**src/rtl/pipe_ctrl_pkg.sv**
```systemverilog
// Shared types and constants for the pipeline controller: FSM states, forward-select codes
// and the forward-select width derivation.
package pipe_ctrl_pkg;

    typedef enum logic [1:0] {
        ST_IDLE       = 2'd0,
        ST_LSU_WAIT   = 2'd1,
        ST_REDIR_PEND = 2'd2
    } state_e;

    localparam int FWD_RF = 0;

    function automatic int fwd_width(input int lanes);
        return $clog2(2 * lanes + 1);
    endfunction

    function automatic int fwd_ex_code(input int lane);
        return 1 + lane;
    endfunction

    function automatic int fwd_wb_code(input int lanes, input int lane);
        return lanes + 1 + lane;
    endfunction

endpackage

```
**src/rtl/pipe_fwd_unit.sv**
```systemverilog
// Forward-select for one decode source against all ex/wb destinations; purely combinational.
// Code 0 = regfile, otherwise the youngest (ex before wb), highest-lane matching writer.
module pipe_fwd_unit
    import pipe_ctrl_pkg::*;
#(
    parameter int LANES = 2,
    parameter int RAW   = 5,
    parameter int FW    = 3
) (
    input  logic [RAW-1:0]       src,
    input  logic [LANES*RAW-1:0] ex_rd,
    input  logic [LANES-1:0]     ex_we,
    input  logic [LANES*RAW-1:0] wb_rd,
    input  logic [LANES-1:0]     wb_we,
    output logic [FW-1:0]        sel
);

    always_comb begin
        sel = FW'(FWD_RF);
        if (src != '0) begin
            // Later assignments override, so ex (applied last) beats wb and higher lanes win.
            for (int k = 0; k < LANES; k++) begin
                if (wb_we[k] && (wb_rd[k*RAW +: RAW] == src)) begin
                    sel = FW'(fwd_wb_code(LANES, k));
                end
            end
            for (int k = 0; k < LANES; k++) begin
                if (ex_we[k] && (ex_rd[k*RAW +: RAW] == src)) begin
                    sel = FW'(fwd_ex_code(k));
                end
            end
        end
    end

endmodule

```
**src/rtl/pipe_ctrl.sv**
```systemverilog
// Pipeline hazard/redirect controller: forwarding selects (comb), load-use bubble, LSU stall FSM
// and redirect arbitration; all control outputs registered (one cycle after the causing inputs).
module pipe_ctrl
    import pipe_ctrl_pkg::*;
#(
    parameter int  LANES = 2,
    parameter int  XLEN  = 32,
    parameter int  RAW   = 5,
    localparam int FW    = fwd_width(LANES)
) (
    input  logic                  clk,
    input  logic                  rst_n,
    input  logic                  fifo_full,
    input  logic                  buffer_full,
    input  logic [LANES-1:0]      br_valid,
    input  logic [LANES*XLEN-1:0] br_addr,
    input  logic                  jal_valid,
    input  logic [XLEN-1:0]       jal_addr,
    input  logic [LANES*RAW-1:0]  dec_rs1,
    input  logic [LANES*RAW-1:0]  dec_rs2,
    input  logic [LANES-1:0]      dec_valid,
    input  logic [LANES*RAW-1:0]  ex_rd,
    input  logic [LANES*RAW-1:0]  wb_rd,
    input  logic [LANES-1:0]      ex_we,
    input  logic [LANES-1:0]      wb_we,
    input  logic [LANES-1:0]      ex_load,
    input  logic                  lsu_busy,
    input  logic                  lsu_done,
    output logic                  stop_fetch,
    output logic                  fifo_stall,
    output logic                  stall_fe,
    output logic                  stall_de,
    output logic                  stall_ex,
    output logic                  redir_valid,
    output logic [XLEN-1:0]       redir_addr,
    output logic                  flush_fe,
    output logic                  flush_de,
    output logic [LANES-1:0]      kill_de,
    output logic [LANES*FW-1:0]   fwd_sel1,
    output logic [LANES*FW-1:0]   fwd_sel2,
    output logic                  bubble_ex
);

    for (genvar g = 0; g < LANES; g++) begin : g_fwd
        pipe_fwd_unit #(.LANES(LANES), .RAW(RAW), .FW(FW)) u_fwd1 (
            .src   (dec_rs1[g*RAW +: RAW]),
            .ex_rd (ex_rd),
            .ex_we (ex_we),
            .wb_rd (wb_rd),
            .wb_we (wb_we),
            .sel   (fwd_sel1[g*FW +: FW])
        );
        pipe_fwd_unit #(.LANES(LANES), .RAW(RAW), .FW(FW)) u_fwd2 (
            .src   (dec_rs2[g*RAW +: RAW]),
            .ex_rd (ex_rd),
            .ex_we (ex_we),
            .wb_rd (wb_rd),
            .wb_we (wb_we),
            .sel   (fwd_sel2[g*FW +: FW])
        );
    end

    state_e            state_q, state_d;
    logic              pend_vld_q, pend_vld_d;
    logic              pend_br_q, pend_br_d;
    logic [XLEN-1:0]   pend_addr_q, pend_addr_d;
    logic [LANES-1:0]  pend_kill_q, pend_kill_d;

    logic              stop_fetch_q, stop_fetch_d;
    logic              fifo_stall_q, fifo_stall_d;
    logic              stall_fe_q, stall_fe_d;
    logic              stall_de_q, stall_de_d;
    logic              stall_ex_q, stall_ex_d;
    logic              redir_valid_q, redir_valid_d;
    logic [XLEN-1:0]   redir_addr_q, redir_addr_d;
    logic              flush_fe_q, flush_fe_d;
    logic              flush_de_q, flush_de_d;
    logic [LANES-1:0]  kill_de_q, kill_de_d;
    logic              bubble_ex_q, bubble_ex_d;

    logic              req_vld, req_br, req_found;
    logic [XLEN-1:0]   req_addr;
    logic [LANES-1:0]  req_kill;
    logic              load_use;
    logic              lu_stall;
    logic              wait_d;

    // Lowest resolved branch lane wins; younger lanes above it are killed in decode.
    always_comb begin
        req_vld   = 1'b0;
        req_br    = 1'b0;
        req_found = 1'b0;
        req_addr  = '0;
        req_kill  = '0;
        for (int k = 0; k < LANES; k++) begin
            if (br_valid[k] && !req_found) begin
                req_found = 1'b1;
                req_vld   = 1'b1;
                req_br    = 1'b1;
                req_addr  = br_addr[k*XLEN +: XLEN];
                for (int j = 0; j < LANES; j++) begin
                    req_kill[j] = (j > k);
                end
            end
        end
        if (!req_found && jal_valid) begin
            req_vld  = 1'b1;
            req_addr = jal_addr;
        end
    end

    always_comb begin
        load_use = 1'b0;
        for (int k = 0; k < LANES; k++) begin
            for (int j = 0; j < LANES; j++) begin
                if (ex_load[k] && ex_we[k] && (ex_rd[k*RAW +: RAW] != '0) && dec_valid[j] &&
                    ((dec_rs1[j*RAW +: RAW] == ex_rd[k*RAW +: RAW]) ||
                     (dec_rs2[j*RAW +: RAW] == ex_rd[k*RAW +: RAW]))) begin
                    load_use = 1'b1;
                end
            end
        end
    end

    always_comb begin
        state_d       = state_q;
        pend_vld_d    = pend_vld_q;
        pend_br_d     = pend_br_q;
        pend_addr_d   = pend_addr_q;
        pend_kill_d   = pend_kill_q;
        redir_valid_d = 1'b0;
        redir_addr_d  = '0;
        flush_fe_d    = 1'b0;
        flush_de_d    = 1'b0;
        kill_de_d     = '0;
        bubble_ex_d   = 1'b0;
        lu_stall      = 1'b0;

        case (state_q)
            ST_IDLE: begin
                // A redirect flushes the dependent instruction, so it suppresses the bubble.
                if (req_vld) begin
                    redir_valid_d = 1'b1;
                    redir_addr_d  = req_addr;
                    flush_fe_d    = 1'b1;
                    flush_de_d    = req_br;
                    kill_de_d     = req_kill;
                end else if (load_use) begin
                    bubble_ex_d = 1'b1;
                    lu_stall    = 1'b1;
                end
                if (lsu_busy && !lsu_done) begin
                    state_d = ST_LSU_WAIT;
                end
            end
            ST_LSU_WAIT: begin
                if (!pend_vld_q && req_vld) begin
                    pend_vld_d  = 1'b1;
                    pend_br_d   = req_br;
                    pend_addr_d = req_addr;
                    pend_kill_d = req_kill;
                end
                if (lsu_done) begin
                    if (pend_vld_d) begin
                        redir_valid_d = 1'b1;
                        redir_addr_d  = pend_addr_d;
                        flush_fe_d    = 1'b1;
                        flush_de_d    = pend_br_d;
                        kill_de_d     = pend_kill_d;
                        state_d       = ST_REDIR_PEND;
                    end else begin
                        state_d = ST_IDLE;
                    end
                    pend_vld_d = 1'b0;
                end
            end
            // The pending redirect is on the outputs this cycle; everything younger is flushed.
            ST_REDIR_PEND: state_d = ST_IDLE;
            default:       state_d = ST_IDLE;
        endcase

        wait_d       = (state_d == ST_LSU_WAIT);
        stall_fe_d   = wait_d | lu_stall;
        stall_de_d   = wait_d | lu_stall;
        stall_ex_d   = wait_d;
        stop_fetch_d = fifo_full;
        fifo_stall_d = buffer_full | wait_d;
    end

    always_ff @(posedge clk or negedge rst_n) begin
        if (!rst_n) begin
            state_q       <= ST_IDLE;
            pend_vld_q    <= 1'b0;
            pend_br_q     <= 1'b0;
            pend_addr_q   <= '0;
            pend_kill_q   <= '0;
            stop_fetch_q  <= 1'b0;
            fifo_stall_q  <= 1'b0;
            stall_fe_q    <= 1'b0;
            stall_de_q    <= 1'b0;
            stall_ex_q    <= 1'b0;
            redir_valid_q <= 1'b0;
            redir_addr_q  <= '0;
            flush_fe_q    <= 1'b0;
            flush_de_q    <= 1'b0;
            kill_de_q     <= '0;
            bubble_ex_q   <= 1'b0;
        end else begin
            state_q       <= state_d;
            pend_vld_q    <= pend_vld_d;
            pend_br_q     <= pend_br_d;
            pend_addr_q   <= pend_addr_d;
            pend_kill_q   <= pend_kill_d;
            stop_fetch_q  <= stop_fetch_d;
            fifo_stall_q  <= fifo_stall_d;
            stall_fe_q    <= stall_fe_d;
            stall_de_q    <= stall_de_d;
            stall_ex_q    <= stall_ex_d;
            redir_valid_q <= redir_valid_d;
            redir_addr_q  <= redir_addr_d;
            flush_fe_q    <= flush_fe_d;
            flush_de_q    <= flush_de_d;
            kill_de_q     <= kill_de_d;
            bubble_ex_q   <= bubble_ex_d;
        end
    end

    assign stop_fetch  = stop_fetch_q;
    assign fifo_stall  = fifo_stall_q;
    assign stall_fe    = stall_fe_q;
    assign stall_de    = stall_de_q;
    assign stall_ex    = stall_ex_q;
    assign redir_valid = redir_valid_q;
    assign redir_addr  = redir_addr_q;
    assign flush_fe    = flush_fe_q;
    assign flush_de    = flush_de_q;
    assign kill_de     = kill_de_q;
    assign bubble_ex   = bubble_ex_q;

endmodule

```
**config.mk**
```make
export PLATFORM = sky130hd
export DESIGN_NAME = pipe_ctrl
export DESIGN_NICKNAME = d
export VERILOG_FILES = /design/src/rtl/pipe_ctrl_pkg.sv /design/src/rtl/pipe_fwd_unit.sv /design/src/rtl/pipe_ctrl.sv
export SDC_FILE = /design/constraint.sdc
export NUM_CORES = 1
export LEC_CHECK = 0
export ABC_AREA = 1
export CAP_MARGIN = 5
export CORE_UTILIZATION = 46
export CTS_CLUSTER_DIAMETER = 30
export DETAILED_ROUTE_END_ITERATION = 10
export PLACE_DENSITY = 0.82
export SLEW_MARGIN = 20
export SYNTH_ARGS = -nofsm -noshare
export SYNTH_HDL_FRONTEND = slang
export SYNTH_SLANG_ARGS = --single-unit
```
**constraint.sdc**
```tcl
create_clock -name clk -period 2 [get_ports clk]
set_clock_uncertainty 0.15 [all_clocks]
set_input_delay 0.4 -clock clk [delete_from_list [all_inputs] [get_ports clk]]
set_output_delay 0.4 -clock clk [all_outputs]
set_load 0.01 [all_outputs]
```
==> results.txt <==
Summed over all instances, the cell type with the most area after synthesis is dfrtp_1. The number of top-level pins is about 210. The first detailed-routing pass took 7 iterations. The cell count after synthesis came out at 846.

For the worst setup path, the data arrival time is approximately 1.6 ns. Sorting the synthesized cells by area gives the leading types as dfrtp_1 (34%), nand2_1 (16%), inv_1 (5.9%), nor2_1 (5.2%), nand3_1 (4.3%). The number of maximum-capacitance violations came out at 0. The worst endpoint required time is 1.45 ns.

The die height came out at 114.0 µm. The final wirelength is 20.99 mm. The achievable clock frequency is roughly 470 MHz. The clock drives 79 sinks. The synthesized flop and latch total came out at around 80. The floorplan has 40 rows. The post-synthesis net count is between 900 and 1000.

In this run the power density over the cells is between 600 and 700 nW/µm². The HPWL reported at the end of detailed placement is about 15 mm. The synthesis-to-layout area growth came out at 67.00%. The number of nets still failing antenna checks after routing is 0. Summed over all cells, the static leakage comes to 4.773 nW. The post-synthesis average cell area came out at 6.825 µm².

Walking the worst path, the cells encountered are buf_4 -> buf_4 -> xnor2_1 -> nand4_1 -> nand2_2 -> nor2_1 -> buf_2. The remaining design rule violation count came out at 0. The total CTS buffers came out at 9. Sequential cells were found to cover ~34% of the synthesized design area. The total number of vias is 6806.

TritonCTS built the clock tree. The count of unique library cells instantiated by Yosys is 33. The post-detailed-route wirelength per cell is approximately 16 µm.

The final hold violation count is 0. The number of global-route vias before repair was 6182. The maximum fanout count along the critical path came out at 5. Leaving out filler cells and counting taps, the final layout contains ~1300. In this run the worst setup path begins at dec_rs2[7]. The worst slew margin relative to its limit is between 70 and 80%. The first global-routing pass estimated around 30 mm of wire. The slack of the critical path came out at -0.1087 ns. The average via count per standard cell came out at 5.191.

Counting both buffers and inverters, the worst setup path holds a total of 3. The final reports fail on negative setup slack. Among the stages of the critical path, the cell type that occurs most often is buf_4.

The initial utilization of the core area, before any placement, comes to around 48%. The number of port buffers came out at 207. The total global routing track utilization is 30.74%. The slowest stage of the critical path is the nand4_1 cell.

The path category of the worst min-delay check is register to register. The post-route netlist has 33.89% of its cells at a drive strength greater than 1. The final non-filler cell area came out at around 9600 µm². The delay of the slowest cell on the worst path is about 0.25 ns. STA classifies the critical path endpoint as a primary output. Measured on the finished design, the core utilization comes to 79.62%. The mapped netlist covers around 5800 µm². Of the available clock period, the critical path in the final layout requires 105.4%. The clock latency at the later pin of the worst-skew pair came out at roughly 0.34 ns. The worst hold path begins at pend_addr_q[13].

The maximum vdd drop is 0.4139 mV. The H-tree depth reported by CTS came out at 3. The most instantiated flip-flop cell in the synthesis netlist is dfrtp_1. The cell area reported after detailed placement is about 8600 µm². The synthesized design contains 0 enable-type register cells. The initial antenna violation count was 1. The total grt overflow came out at 0. The number of placed instances, taps included, is ~1300. Clock tree synthesis selected as its root buffer the cell clkbuf_16. The net count of the finished layout is between 1000 and 1500. After synthesis, the share of flip-flops with an asynchronous set or reset is 100.0%.

The count of filler cells inserted in the layout came out at 863. The width of the chip is ~110 µm. The max-slew violation count is 0.

After floorplanning, the core was sized to cover ~12000 µm². The DRC marker count from the first detailed-route iteration came out at 421. The routability congestion estimate is a little under 1.

The worst setup path is launched from a primary input. The critical setup path kind is primary input to primary output. The count of warnings emitted by yosys came out at 0. The area share of the largest cell type after synthesis came out at between 30 and 40%.

The area of the die came out at 13010 µm². The post-layout minimum cycle time is 2.109 ns. At the pin with the least slew margin, the transition time is about 0.43 ns.

Setup repair after global routing could not meet its margin everywhere. Setup violations remaining at the end of the flow were counted as 11. The run finished, with violations left. The largest delay contributor family on the critical path is simple AND/OR/NAND/NOR gates. The clock transition at the registers of the reported paths is 0.07 ns.

The number of buffers on the longest clock path is 2. The maximum number of pins on one net before global-route repair is 38. The startpoint identified for the worst register-to-register timing path is state_q[0].
[where the power goes]
part | switching (mW) | total [mW] | internal, mW
registers | 0.209 | 2.19 | 1.99
clock network | 0.659 | 1.79 | 1.13
logic | 1.35 | 2.63 | 1.29
[per-layer routing]
layer | up-vias | part of all wire (%) | track usage (%)
li1 | 3261 | - | -
met1 | 3179 | 40 | 37.80
met2 | 313 | 49 | 51.96
met3 | 53 | 7.8 | 6.854
met4 | 0 | 3.0 | 12.99
met5 | - | 0 | 0
[worst reg2reg max path: stages, from the launching register on]
cell and delay (ns):
dfrtp_1 0.40, nor2_1 0.24, inv_1 0.09, nor2_1 0.11, inv_1 0.07, buf_12 0.17, nor2_1 0.19, a21oi_2 0.06
inv_1 0.06
[registers in the layout (all words and copies together) (netlist names), named ones only]
signal,count
bubble_ex,1
pend_vld_q,1
stall_de,1
stall_ex,1
fifo_stall,1
stop_fetch,1
flush_de,1
pend_addr_q,32
state_q,2
kill_de,2
redir_addr,32
flush_fe,1
pend_kill_q,2
[cell usage after synthesis (2+ instances only)]
cell and instances:
nand2_1 253, inv_1 90, nor2_1 80, dfrtp_1 79
nand3_1 50, o21ai_0 48, o21ai_1 32, a21oi_1 30
clkbuf_1 23, o21ai_2 22, a21oi_2 19, nand2_2 17
xnor2_1 16, xor2_1 15, nand4_1 14, buf_2 11
buf_6 11, nor3_1 4, nor4_1 4, o2111ai_1 4
a21boi_1 3, buf_8 3, nor2_4 3, buf_4 2
inv_2 2, inv_4 2, nor2_8 2, o22ai_1 2
[layout make-up]
cell class              count  area [µm²]  area share, %
repair buffers            332        3147          32.63
diodes                      1       2.502        0.02595
multi-input cells         621        3602          37.36
well taps                 168       210.2          2.180
inverters                  94       380.4          3.944
flip-flops and latches     79        1977          20.50
clock inverters             5       81.33         0.8434
clock buffers              11       242.7          2.517
[timing repair]
action / CTS / global route
buffers inserted: 11 / 2
resized for setup: 362 / 120
pin swaps: 60 / 51
hold buffers: 1 / 0
gates cloned: 0 / 2
setup endpoints to repair: 14 / 40
hold endpoints to repair: 31 / 0
[placed cells by master (no fill, tap or decap), types with 14 or more instances in the layout]
cell type        count
nand2_1            226
clkdlybuf4s50_1    149
buf_4              100
dfrtp_1             79
inv_1               64
nor2_1              60
nand3_1             50
nand2_2             43
buf_6               37
o21ai_1             36
o21ai_2             35
o21ai_0             31
a21oi_2             29
buf_2               23
inv_2               19
a21oi_1             18
nand4_1             14
nor2_2              14
[stage by stage]
stage	setup WS, ns	hold WS [ns]	setup TNS [ns]	power [mW]
3_5_place_dp	-1.090	0.2204	-27.69	4.582
4_1_cts	-0.08508	0.3366	-0.5516	6.475
3_3_place_gp	-1.071	0.2176	-25.25	4.507
6_report	-0.1087	0.3383	-0.7113	6.615
2_1_floorplan	0.06566	-0.04559	0	3.555
5_1_grt	-0.1319	0.3397	-1.228	6.977
[path summary, 6_finish.rpt]
check / end / slack (ns) / cells after the start
max in group asynchronous: flush_de / 0.68 / 3
worst min register to register: pend_addr_q[13] / 0.34 / 2
worst min-delay path: pend_addr_q[13] / 0.34 / 2
worst max-delay path: fwd_sel2[3] / -0.11 / 7
worst max register to register: redir_addr[22] / 0.41 / 8
min in group asynchronous: redir_addr[3] / 0.41 / 2
[logic make-up (layout without fill, tap and decap cells)]
logic type,count (synthesis),count (layout),synth area share [%]
XOR/XNOR,31,31,4.702
other,0,1,0
buffers and inverters,146,442,12.26
flip-flops,79,79,34.24
AND/OR/NAND/NOR,429,429,31.70
AO/OA/AOI/OAI,161,161,17.10
Note: power is estimated with default switching activity, not from simulation.
